===== config.mk =====
export PLATFORM = sky130hd
export DESIGN_NAME = uart_tx_arbiter
export DESIGN_NICKNAME = d
export VERILOG_FILES = /design/src/rtl/uart_tx_arbiter_pkg.sv /design/src/rtl/uart_tx_arbiter_rr_pick.sv /design/src/rtl/uart_tx_arbiter.sv
export SDC_FILE = /design/constraint.sdc
export NUM_CORES = 1
export LEC_CHECK = 0
export BUFFER_PORTS_ARGS = -buffer_cell sky130_fd_sc_hd__buf_2
export CAP_MARGIN = 0
export CELL_PAD_IN_SITES_DETAIL_PLACEMENT = 0
export CELL_PAD_IN_SITES_GLOBAL_PLACEMENT = 1
export CORE_UTILIZATION = 40
export DETAILED_ROUTE_END_ITERATION = 7
export GPL_TIMING_DRIVEN = 0
export PLACE_DENSITY = 0.77
export RECOVER_POWER = 100
export SLEW_MARGIN = 20
export SYNTH_ARGS = -nofsm -noshare
export SYNTH_HDL_FRONTEND = slang
export SYNTH_HIERARCHICAL = 1
export SYNTH_SLANG_ARGS = --single-unit
export TNS_END_PERCENT = 50

===== constraint.sdc =====
create_clock -name clk_i -period 2.66 [get_ports clk_i]
set_clock_uncertainty 0.2 [all_clocks]
set_input_delay 0.399 -clock clk_i [delete_from_list [all_inputs] [get_ports clk_i]]
set_output_delay 0.399 -clock clk_i [all_outputs]
set_load 0.03 [all_outputs]

===== src/rtl/uart_tx_arbiter_pkg.sv =====
// Shared types and constants for the UART transmit arbiter.
package uart_tx_arbiter_pkg;

  typedef enum logic [0:0] {
    IDLE = 1'b0,
    OWN  = 1'b1
  } arb_state_e;

  localparam logic [7:0] LineFeed = 8'h0A;

  // Index width that stays at least one bit wide even for a single requester.
  function automatic int unsigned OwnerIdxW(input int unsigned n);
    return (n > 32'd1) ? $clog2(n) : 32'd1;
  endfunction

endpackage


===== src/rtl/uart_tx_arbiter_rr_pick.sv =====
// Combinational round-robin pick: first requester at or after last_i+1 that is requesting.
module uart_tx_arbiter_rr_pick
  import uart_tx_arbiter_pkg::*;
#(
  parameter int unsigned NumReq = 2,
  parameter int unsigned IdxW   = OwnerIdxW(NumReq)
) (
  input  logic [NumReq-1:0] req_i,
  input  logic [IdxW-1:0]   last_i,
  output logic [NumReq-1:0] gnt_o,
  output logic [IdxW-1:0]   idx_o
);

  logic            found;
  logic [IdxW:0]   sum;
  logic [IdxW-1:0] cand;

  // Scan NumReq candidates starting just past the previous owner, wrapping once.
  always_comb begin
    gnt_o = '0;
    idx_o = '0;
    found = 1'b0;
    sum   = '0;
    cand  = '0;
    for (int unsigned i = 1; i <= NumReq; i++) begin
      sum  = {1'b0, last_i} + (IdxW+1)'(i);
      sum  = (sum >= (IdxW+1)'(NumReq)) ? (sum - (IdxW+1)'(NumReq)) : sum;
      cand = sum[IdxW-1:0];
      if (!found && req_i[cand]) begin
        found       = 1'b1;
        gnt_o[cand] = 1'b1;
        idx_o       = cand;
      end else begin
        found = found;
      end
    end
  end

endmodule


===== src/rtl/uart_tx_arbiter.sv =====
// Round-robin arbiter sharing one UART transmitter; a grant is held for a whole line or burst.
module uart_tx_arbiter
  import uart_tx_arbiter_pkg::*;
#(
  parameter int unsigned NumReq      = 2,
  parameter int unsigned MaxBurst    = 16,
  parameter bit          LineLock    = 1'b1,
  parameter int unsigned IdleTimeout = 64
) (
  input  logic                clk_i,
  input  logic                rst_i,
  input  logic [NumReq-1:0]   req_valid_i,
  input  logic [NumReq*8-1:0] req_data_i,
  input  logic [NumReq-1:0]   req_last_i,
  output logic [NumReq-1:0]   req_ready_o,
  output logic                tx_valid_o,
  output logic [7:0]          tx_data_o,
  input  logic                tx_ready_i,
  output logic [NumReq-1:0]   grant_o,
  output logic                busy_o
);

  localparam int unsigned IdxW   = OwnerIdxW(NumReq);
  localparam int unsigned BurstW = $clog2(MaxBurst + 1);
  localparam int unsigned IdleW  = $clog2(IdleTimeout + 1);

  localparam logic [IdxW-1:0]   LastInit = IdxW'(NumReq - 1);
  localparam logic [BurstW-1:0] BurstMax = BurstW'(MaxBurst);
  localparam logic [IdleW-1:0]  IdleMax  = IdleW'(IdleTimeout);

  arb_state_e        state_q, state_d;
  logic [NumReq-1:0] grant_q, grant_d;
  logic [IdxW-1:0]   owner_q, owner_d;
  logic [IdxW-1:0]   last_owner_q, last_owner_d;
  logic [BurstW-1:0] burst_q, burst_d;
  logic [IdleW-1:0]  idle_q, idle_d;
  logic              tx_valid_q, tx_valid_d;
  logic [7:0]        tx_data_q, tx_data_d;

  logic [NumReq-1:0] pick_gnt;
  logic [IdxW-1:0]   pick_idx;
  logic              own_valid;
  logic              own_last;
  logic [7:0]        own_data;
  logic              out_free;
  logic              accept;
  logic              end_byte;

  uart_tx_arbiter_rr_pick #(
    .NumReq (NumReq),
    .IdxW   (IdxW)
  ) u_rr_pick (
    .req_i  (req_valid_i),
    .last_i (last_owner_q),
    .gnt_o  (pick_gnt),
    .idx_o  (pick_idx)
  );

  assign own_valid = req_valid_i[owner_q];
  assign own_last  = req_last_i[owner_q];
  assign own_data  = req_data_i[{owner_q, 3'b000} +: 8];
  assign out_free  = ~tx_valid_q | tx_ready_i;
  assign accept    = (state_q == OWN) & own_valid & out_free;

  // Next-state: output register, arbitration, burst/idle counters and release.
  always_comb begin
    state_d      = state_q;
    grant_d      = grant_q;
    owner_d      = owner_q;
    last_owner_d = last_owner_q;
    burst_d      = burst_q;
    idle_d       = idle_q;
    tx_valid_d   = tx_valid_q;
    tx_data_d    = tx_data_q;
    end_byte     = 1'b0;

    if (accept) begin
      tx_valid_d = 1'b1;
      tx_data_d  = own_data;
    end else if (tx_ready_i) begin
      tx_valid_d = 1'b0;
    end else begin
      tx_valid_d = tx_valid_q;
    end

    case (state_q)
      IDLE: begin
        if (|req_valid_i) begin
          state_d = OWN;
          grant_d = pick_gnt;
          owner_d = pick_idx;
          burst_d = '0;
          idle_d  = '0;
        end else begin
          state_d = IDLE;
        end
      end
      OWN: begin
        if (accept && (burst_q != BurstMax)) begin
          burst_d = burst_q + 1'b1;
        end else begin
          burst_d = burst_q;
        end
        if (own_valid) begin
          idle_d = '0;
        end else if (idle_q != IdleMax) begin
          idle_d = idle_q + 1'b1;
        end else begin
          idle_d = idle_q;
        end
        end_byte = own_last | (LineLock & (own_data == LineFeed)) | (burst_d == BurstMax);
        // The byte in flight is never dropped on release; it drains on its own.
        if ((accept && end_byte) || (idle_d == IdleMax)) begin
          state_d      = IDLE;
          grant_d      = '0;
          last_owner_d = owner_q;
        end else begin
          state_d = OWN;
        end
      end
      default: begin
        state_d = IDLE;
        grant_d = '0;
      end
    endcase
  end

  // State and output registers; reset discards any pending output byte.
  always_ff @(posedge clk_i or posedge rst_i) begin
    if (rst_i) begin
      state_q      <= IDLE;
      grant_q      <= '0;
      owner_q      <= '0;
      last_owner_q <= LastInit;
      burst_q      <= '0;
      idle_q       <= '0;
      tx_valid_q   <= 1'b0;
      tx_data_q    <= 8'h00;
    end else begin
      state_q      <= state_d;
      grant_q      <= grant_d;
      owner_q      <= owner_d;
      last_owner_q <= last_owner_d;
      burst_q      <= burst_d;
      idle_q       <= idle_d;
      tx_valid_q   <= tx_valid_d;
      tx_data_q    <= tx_data_d;
    end
  end

  assign req_ready_o = grant_q & {NumReq{out_free}};
  assign tx_valid_o  = tx_valid_q;
  assign tx_data_o   = tx_data_q;
  assign grant_o     = grant_q;
  assign busy_o      = (state_q == OWN) | tx_valid_q;

endmodule


==> qor.txt, run 1 <==
WL per Instance = 13.60 um
Area grow syn2layout = 18.00%
Most common cell after layout, fill and taps aside = buf_2
Design Power = 1.919 mW
Synthesis-stage register bit count = 26
FMAX = 412.0 MHz
Post-route ant nets = 0
Slew @ Worst Pin = 0.9548 ns
WP data arrival = 2.44 ns
Resized Gates After CTS = 0
Total track usage = 17.64%
Pwr dens = 1017 nW/um^2
Yosys warnings = 6
Worst Setup Start Kind = register
Post-Syn Area per Cell = 8.834 sq um
Syn Inst Count = 181
Final #Nets = 249
Placed cell area = 1839 sq um
Post-DP HPWL = 2750 um
Final setup fails = 0
Max-cap check violation count = 0
Top_reg_cell synth = dfrtp_1
Synthesized area = 1599 sq um
Final worst slack = 0.2328 ns
Final cycle utilization of the critical path = 91.25%
Worst skew pair latency = 0.27 ns
Root Buffer = clkbuf_8
Initial antenna violation count = 0
First-pass GRT wire length = 5858 um
Die Wd = 65.23 um
Post-synthesis sequential area ratio = 40.77%
Share of cells above drive strength 1 = 17.65%
Setup TNS = 0 ns
EDFF count, synth = 0
Die height = 65.23 um
R2R cell count = 7
CTS tree = yes
Worst-path clk slew = 0.09 ns
Die area = 4254 sq um
LEAKAGE = 0.8495 nW
Area contributors post-synth = dfrtp_1 39%, mux2i_1 6.9%, nand2_1 5.6%, o21ai_0 5.3%, nor2_1 3.8%
CTS sink cnt = 26
Worst IR Drop VDD = 294.8 uV
Post-layout util = 50.40%
Longest Clk Path Bufs = 2
Final Cell Area = 1887 sq um
Area of the core = 3744 sq um
Placer Congestion = 0.8017
Synth cell types = 44
Final cell count without fillers = 269
Cell taking the most area after synthesis = dfrtp_1
Drt pass-1 iters = 5
Setup CP Type = register to register
Vias/cell = 5.413
Critical Path End Type = register
Routed vias = 1,456
IO buf count = 36
DRC errors left = 0
Largest fanout on the critical path = 8
Final Hold Viols = 0
Rel. slew slack = 35.96%
Status = complete, no violations
Fillcell total = 379
CP required = 2.67 ns
Cts bufs inserted = 3
Unrepaired setup endpoints after global routing = false
Initial Util = 42.71%
Post-Place Worst Slack = 0.3407 ns
Synth async-reset ratio = 100.0%
Syn_nets = 208
Min cycle time layout = 2.427 ns
Htree depth = 1
Ports = 37
Hold WC Path Type = input port to asynchronous set/reset pin
Placed Instances = 265
Largest net degree at the start of global routing = 27
Drt total wl = 3658 um
# rows = 22
Postcts setup bufs = 0
Most frequent cells in the layout = 26 x buf_2, 25 x dfrtp_1, 24 x nand2_1
Cts-stage hold buffer count = 0
Max-slew violations = 0
GRT overflow = 0
Vias in the first global route = 1,382
Drt initial violations = 30
Hold_ws = 0.008880 ns
Synth top area share = 39.12%
Antenna cells = 0
logic make-up (layout without fill, tap and decap cells):
| kind of cell | count (synthesis) | in the layout | synth area share (%) |
|---|---|---|---|
| xor+xnor | 6 | 6 | 3.287 |
| compound gates | 43 | 43 | 16.82 |
| simple gates | 71 | 71 | 22.14 |
| buf+inv | 18 | 58 | 5.086 |
| fa+ha+maj | 4 | 4 | 3.130 |
| flops | 26 | 26 | 40.77 |
| mux | 13 | 13 | 8.764 |
path summary, 6_finish.rpt:
check	to	from	slack, ns
min	tx_data_o[5]	rst_i	0.009
max in group asynchronous	idle_q[4]	rst_i	1.81
max	last_owner_q	idle_q[0]	0.23
min in group clk_i	tx_data_o[7]	req_data_i[15]	0.24
min reg2reg	idle_q[5]	idle_q[5]	0.31
max reg2reg	last_owner_q	idle_q[0]	0.23
power breakdown:
part	switching, mW	total, mW	internal, mW
combinational	0.617	0.942	0.325
sequential	0.107	0.647	0.540
clock	0.129	0.331	0.201
cells in the mapped netlist (2+ instances only):
library cell,n
o21ai_1,2
mux2i_1,11
buf_2,5
mux2_4,2
xor2_1,3
xnor2_1,3
ha_1,4
a21oi_1,11
inv_1,8
o21ai_0,17
nand4_1,4
clkbuf_1,3
or2_2,2
nor4_1,3
a21boi_0,2
and3_1,2
nand3_1,5
nor2_1,16
nor3_1,2
and2_1,3
nand2b_1,2
or3_1,2
nand2_1,24
dfrtp_1,25
routing by layer:
metal | vias to the layer above | wire [um] | part of all wire (%) | track usage, %
met5 | - | 0 | 0 | 0
met4 | 0 | 70 | 1.9 | 6.250
met3 | 8 | 206 | 5.6 | 2.257
met2 | 44 | 1847 | 50 | 33.38
met1 | 688 | 1534 | 42 | 19.96
li1 | 716 | - | - | -
cell type report:
| class | count | area [sq um] | area share [%] |
|---|---|---|---|
| multi-input cells | 137 | 860.8 | 45.62 |
| plain buffers | 10 | 50.05 | 2.653 |
| flip-flops and latches | 26 | 651.9 | 34.55 |
| repair buffers | 36 | 162.7 | 8.621 |
| inverters | 8 | 30.03 | 1.592 |
| clock inverters | 1 | 30.03 | 1.592 |
| clock buffers | 3 | 41.29 | 2.188 |
| well taps | 48 | 60.06 | 3.183 |
sequential cells by signal, indices dropped and copies added, names as in the netlist:
register      flops
tx_data_o         8
idle_q            7
burst_q           5
grant_o           2
last_owner_q      1
owner_q           1
state_q           1
tx_valid_o        1
critical path, stage by stage, from the launching register on:
cell	delay, ns
dfrtp_1	0.50
ha_1	0.28
nand2_1	0.09
or3_1	0.33
xor2_1	0.17
a211oi_1	0.32
a211o_4	0.18
mux2_4	0.29
(Power assumes the default switching activity.)
==> run 2, diff against run 1 <==
--- a/config.mk
+++ b/config.mk
@@ -9,11 +9,13 @@
 export CAP_MARGIN = 0
 export CELL_PAD_IN_SITES_DETAIL_PLACEMENT = 0
 export CELL_PAD_IN_SITES_GLOBAL_PLACEMENT = 1
-export CORE_UTILIZATION = 40
+export CORE_UTILIZATION = 41
+export CTS_BUF_LIST = sky130_fd_sc_hd__clkbuf_2
 export DETAILED_ROUTE_END_ITERATION = 7
 export GPL_TIMING_DRIVEN = 0
-export PLACE_DENSITY = 0.77
+export PLACE_DENSITY = 0.78
 export RECOVER_POWER = 100
+export SETUP_SLACK_MARGIN = 0.3
 export SLEW_MARGIN = 20
 export SYNTH_ARGS = -nofsm -noshare
 export SYNTH_HDL_FRONTEND = slang
==> run 2 against run 1 <==
Net effect:
- routed wire length up 1.6%
- combinational power up 3.2%
- utilization up 0.72 points
- clock-buffer cell count up 1
- maximum frequency up 2.3%
- critical path type unchanged
- largest power group unchanged
==> qor.txt, run 2 (synthesis gave the netlist of run 1 again) <==
Total track usage = 18.91%
Setup TNS = 0 ns
Start point of the worst hold path = req_data_i[7]
Flop pwr share = 36.2%
Pwr dens = 939.4 nW/um^2
Unrepaired setup endpoints after global routing = false
Ports = 37
CP cell instances = clkbuf_1 -> nor3_1 -> nand4_1 -> or3_1 -> a211oi_2 -> a211o_4 -> mux2_1
Critical Path End Type = register
Most common cell after layout, fill and taps aside = buf_2
Flop-to-flop setup slack = 0.29 ns
CTS tree = yes
Final setup fails = 0
GRT overflow = 0
Worst Setup Start Kind = register
Worst-path clk slew = 0.25 ns
Longest Clk Path Bufs = 2
Hold Crit Endpoint = tx_data_o[7]
Die height = 64.45 um
Initial Util = 43.35%
Max reg flops = 8
# rows = 22
Hold WC Path Type = input port to register
First-pass GRT wire length = 6120 um
Final worst slack = 0.2869 ns
Cells on Worst Hold Path = 3
Drt initial violations = 64
Int Pwr = 924.0 uW
Drt pass-1 iters = 4
Initial antenna violation count = 0
Area grow syn2layout = 17.92%
Sw Share = 47.83%
Final #Nets = 255
DRC errors left = 0
CTS sink cnt = 26
Worst IR Drop VDD = 329.1 uV
Area of the core = 3689 sq um
R2R cell count = 7
FMAX = 421.4 MHz
Final Hold Viols = 0
Drt total wl = 3718 um
Worst skew pair latency = 0.35 ns
Die area = 4154 sq um
CP required = 2.77 ns
Slew @ Worst Pin = 0.9349 ns
Status = complete, no violations
CP Buf/Inv Count = 1
IO buf count = 36
Largest fanout on the critical path = 8
Max-cap check violation count = 0
Post-DP HPWL = 2730 um
Combinational share of power = 54.9%
Vias/cell = 5.244
Antenna cells = 0
LEAKAGE = 0.8435 nW
Max-slew violations = 0
Delay-heaviest family, CP = simple AND/OR/NAND/NOR gates
Post-Place Worst Slack = 0.2989 ns
Switch Pwr = 847.3 uW
Vias in the first global route = 1,372
Slowest stage cell, crit path = dfrtp_1
Most frequent cells in the layout = 25 x buf_2, 24 x nand2_1, 22 x dfrtp_1
Placer Congestion = 0.7962
Cts bufs inserted = 3
R2r endpoint = last_owner_q
Post-route ant nets = 0
Final cycle utilization of the critical path = 89.21%
Setup CP Type = register to register
WL per Instance = 13.52 um
Die Wd = 64.45 um
Largest net degree at the start of global routing = 27
R2R Path Start = idle_q[2]
Critical path's largest stage delay = 0.42 ns
Share of cells above drive strength 1 = 20.26%
Rel. slew slack = 37.29%
Routed vias = 1,442
CP startpoint = idle_q[2]
Power share of the clock group = 8.9%
Min cycle time layout = 2.373 ns
Htree depth = 1
WP data arrival = 2.48 ns
Root Buffer = clkbuf_2
run 2: worst register-to-register path, cell delays in order, from the launching register on:
cell,delay (ns)
dfrtp_1,0.42
clkbuf_1,0.17
nor3_1,0.28
nand4_1,0.16
or3_1,0.35
a211oi_2,0.26
a211o_4,0.16
mux2_1,0.32
run 2: worst max-delay path by stage:
stage              endpoint  slack, ns  cells past startpoint
4_1_cts        last_owner_q       0.31                      7
3_5_place_dp   last_owner_q       0.30                      7
6_report       last_owner_q       0.29                      7
3_3_place_gp   last_owner_q       0.38                      7
2_1_floorplan  last_owner_q       0.53                      7
5_1_grt        last_owner_q       0.16                      7
run 2: final cells by class:
type	count	area, sq um
Tap cell	48	60.06
Fill cell	386	1803
Clock buffer	4	20.02
Buffer	10	48.80
Inverter	8	30.03
Timing Repair Buffer	42	206.4
Sequential cell	26	655.6
Multi-Input combinational cell	137	864.6
run 2: repair_timing:
action                                  CTS  global route
buffers inserted                          1             4
pin swaps                                 1             1
endpoints found under the hold margin     0            25
endpoints found under the setup margin    1             2
hold buffers                              0             1
gates resized for setup                   1             4
run 2: metal layers:
metal  up-vias  routed length, um  GRT usage, %
li1        724                  -             -
met1       680               1699         22.95
met5         -                  0             0
met3         4                144         2.289
met2        34               1841         34.61
met4         0                 33         5.833
run 2: per-stage QoR:
stage	power (mW)	std cells	hold WS, ns	area (sq um)	util [%]
detailed placement	1.622	265	0.2800	1839	49.86
global placement	1.594	265	0.2699	1839	49.86
finish	1.771	275	0.1423	1886	51.12
floorplan	1.365	181	0.2383	1599	-
global route	1.918	275	0.1109	1886	51.12
CTS	1.781	270	0.05642	1868	50.64
run 2: power by group through the flow:
stage                     combinational (mW)  clock, mW  sequential (mW)
after floorplan                        0.570          0            0.795
after global placement                 0.950          0            0.643
after detailed placement               0.971          0            0.651
after CTS                              0.974      0.165            0.643
after global routing                    1.07      0.184            0.660
final                                  0.972      0.158            0.642
==> run 3, diff against run 2 <==
--- a/config.mk
+++ b/config.mk
@@ -9,16 +9,14 @@
 export CAP_MARGIN = 0
 export CELL_PAD_IN_SITES_DETAIL_PLACEMENT = 0
 export CELL_PAD_IN_SITES_GLOBAL_PLACEMENT = 1
-export CORE_UTILIZATION = 41
-export CTS_BUF_LIST = sky130_fd_sc_hd__clkbuf_2
+export CORE_UTILIZATION = 40
 export DETAILED_ROUTE_END_ITERATION = 7
 export GPL_TIMING_DRIVEN = 0
-export PLACE_DENSITY = 0.78
+export PLACE_DENSITY = 0.76
 export RECOVER_POWER = 100
 export SETUP_SLACK_MARGIN = 0.3
 export SLEW_MARGIN = 20
 export SYNTH_ARGS = -nofsm -noshare
 export SYNTH_HDL_FRONTEND = slang
-export SYNTH_HIERARCHICAL = 1
 export SYNTH_SLANG_ARGS = --single-unit
 export TNS_END_PERCENT = 50
==> run 3 against run 2 <==
Net effect:
- clock-buffer cell count unchanged
- sequential power up 1%
- routed wire length up 0.43%
- register-to-register slack about the same
- sequential share of layout area down 0.38 points
==> qor.txt, run 3 <==
Final Hold Viols = 0
Post-Place Worst Slack = 0.3171 ns
WL per Instance = 13.88 um
Power share of the clock group = 12.8%
Vias in the first global route = 1,403
Hold_ws = 0.1537 ns
Switch Pwr = 876.0 uW
Design Power = 1.839 mW
Placer Congestion = 0.8063
Final cell count without fillers = 269
Post-Syn Area per Cell = 8.952 sq um
Most frequent cells in the layout = 24 x dfrtp_1, 23 x buf_2, 21 x o21ai_0
# rows = 22
Largest net degree at the start of global routing = 27
Synthesis-stage register bit count = 26
Routed vias = 1,481
Hold WC Path Type = input port to asynchronous set/reset pin
Post-route ant nets = 0
Total track usage = 19.07%
CTS sink cnt = 26
Cts bufs inserted = 3
Yosys warnings = 0
Status = complete, no violations
R2R Path Start = idle_q[1]
Root Buffer = clkbuf_8
Top_reg_cell synth = dfrtp_1
Most frequent cell after synthesis = dfrtp_1
Most common cell after layout, fill and taps aside = dfrtp_1
Setup TNS = 0 ns
Synth top area share = 38.61%
Largest fanout on the critical path = 8
GRT overflow = 0
Final Cell Area = 1899 sq um
Post-layout util = 50.37%
FMAX = 421.9 MHz
Longest Clk Path Bufs = 2
Worst Setup Start Kind = register
Int Pwr = 963.2 uW
DRC errors left = 0
Drt total wl = 3734 um
WP data arrival = 2.38 ns
Worst skew pair latency = 0.27 ns
Unrepaired setup endpoints after global routing = true
Postcts setup bufs = 0
Combinational share of power = 51.8%
CTS tree = yes
CP required = 2.67 ns
Drt initial violations = 44
Max-cap check violation count = 0
Die height = 65.65 um
Max-slew violations = 0
Final setup fails = 0
Final cycle utilization of the critical path = 89.12%
End of the critical path = last_owner_q
Area of the core = 3771 sq um
Cell taking the most area after synthesis = dfrtp_1
R2R cell count = 6
Share of cells above drive strength 1 = 16.29%
Final #Nets = 249
Max reg flops = 8
CP startpoint = idle_q[1]
Ports = 37
Worst-path clk slew = 0.09 ns
Synth async-reset ratio = 100.0%
Flop pwr share = 35.3%
Placed Instances = 265
Critical Path End Type = register
First-pass GRT wire length = 6299 um
Area grow syn2layout = 17.22%
Syn Inst Count = 181
Drt pass-1 iters = 5
Worst IR Drop VDD = 472.5 uV
Die area = 4309 sq um
Placed cell area = 1861 sq um
IO buf count = 36
Sw Share = 47.63%
Syn_nets = 208
Rel. slew slack = 32.35%
Synth cell types = 47
Post-synthesis sequential area ratio = 40.23%
Area contributors post-synth = dfrtp_1 39%, mux2i_1 8.0%, o21ai_1 5.9%, nand2_1 4.6%, ha_1 3.1%
Initial antenna violation count = 0
Synthesized area = 1620 sq um
Post-DP HPWL = 2790 um
Setup CP Type = register to register
Pwr dens = 968.4 nW/um^2
Min cycle time layout = 2.370 ns
Commonest cells in the netlist = 25 x dfrtp_1, 20 x nand2_1, 19 x o21ai_1, 13 x mux2i_1, 9 x nand3_1
Vias/cell = 5.506
Final worst slack = 0.2895 ns
Flop-to-flop setup slack = 0.29 ns
R2r endpoint = last_owner_q
Antenna cells = 0
Htree depth = 1
Slew @ Worst Pin = 1.014 ns
Die Wd = 65.65 um
EDFF count, synth = 0
Initial Util = 42.97%
LEAKAGE = 0.8230 nW
## run 3: cell types whose count changed after synthesis, moves of 4 or more
cell,before,now
o21ai_1,2,19
o21ai_0,17,6
a21oi_1,11,2
nor2_1,16,7
buf_2,5,1
nand2_1,24,20
nand3_1,5,9
o31ai_1,1,5
## run 3: layer usage
layer / track usage (%) / up-vias / wire, um
li1: - / 741 / -
met1: 25.30 / 693 / 1900
met2: 31.51 / 43 / 1631
met3: 2.431 / 4 / 160
met4: 6.793 / 0 / 41
met5: 0 / - / 0
## run 3: power by group through the flow
stage	registers [mW]	logic, mW	clock network, mW
after floorplan	0.794	0.590	0
after global placement	0.645	0.987	0
after detailed placement	0.655	1.00	0
after CTS	0.648	1.01	0.239
after global routing	0.667	1.06	0.259
final	0.650	0.953	0.236
## run 3: logic make-up after synthesis
logic type,share of synthesized area (%)
XOR/XNOR,1.622
multiplexers,8.957
adder cells (fa/ha/maj),3.089
AND/OR/NAND/NOR,22.24
flip-flops,40.23
AO/OA/AOI/OAI,19.38
buffers and inverters,4.478
## run 3: critical path, stage by stage, from the launching register on
cell and delay [ns]:
dfrtp_1 0.47, ha_1 0.29, nand3_1 0.17, or3_1 0.37, a221o_1 0.38, or3_1 0.35, o211ai_2 0.07
## run 3: worst min-delay path by stage
| stage | slack [ns] | end |
|---|---|---|
| 2_1_floorplan | 0.24 | burst_q[0] |
| 3_3_place_gp | 0.26 | tx_data_o[0] |
| 3_5_place_dp | 0.28 | tx_data_o[5] |
| 4_1_cts | 0.20 | tx_data_o[6] |
| 5_1_grt | 0.25 | tx_data_o[1] |
| 6_report | 0.15 | tx_data_o[6] |
## run 3: final cells by class
class                      count  area (sq um)
buffer                         9         42.54
clock buffer                   4         45.04
fill                         378          1872
inverter                       8         30.03
multi-input combinational    138         905.9
sequential                    26         653.1
tap                           48         60.06
timing repair buffer          36         162.7
## run 3: what timing repair did
item,4_1_cts,5_1_grt
hold buffers,0,0
hold endpoints to repair,0,0
resized for setup,1,4
endpoints found under the setup margin,3,4
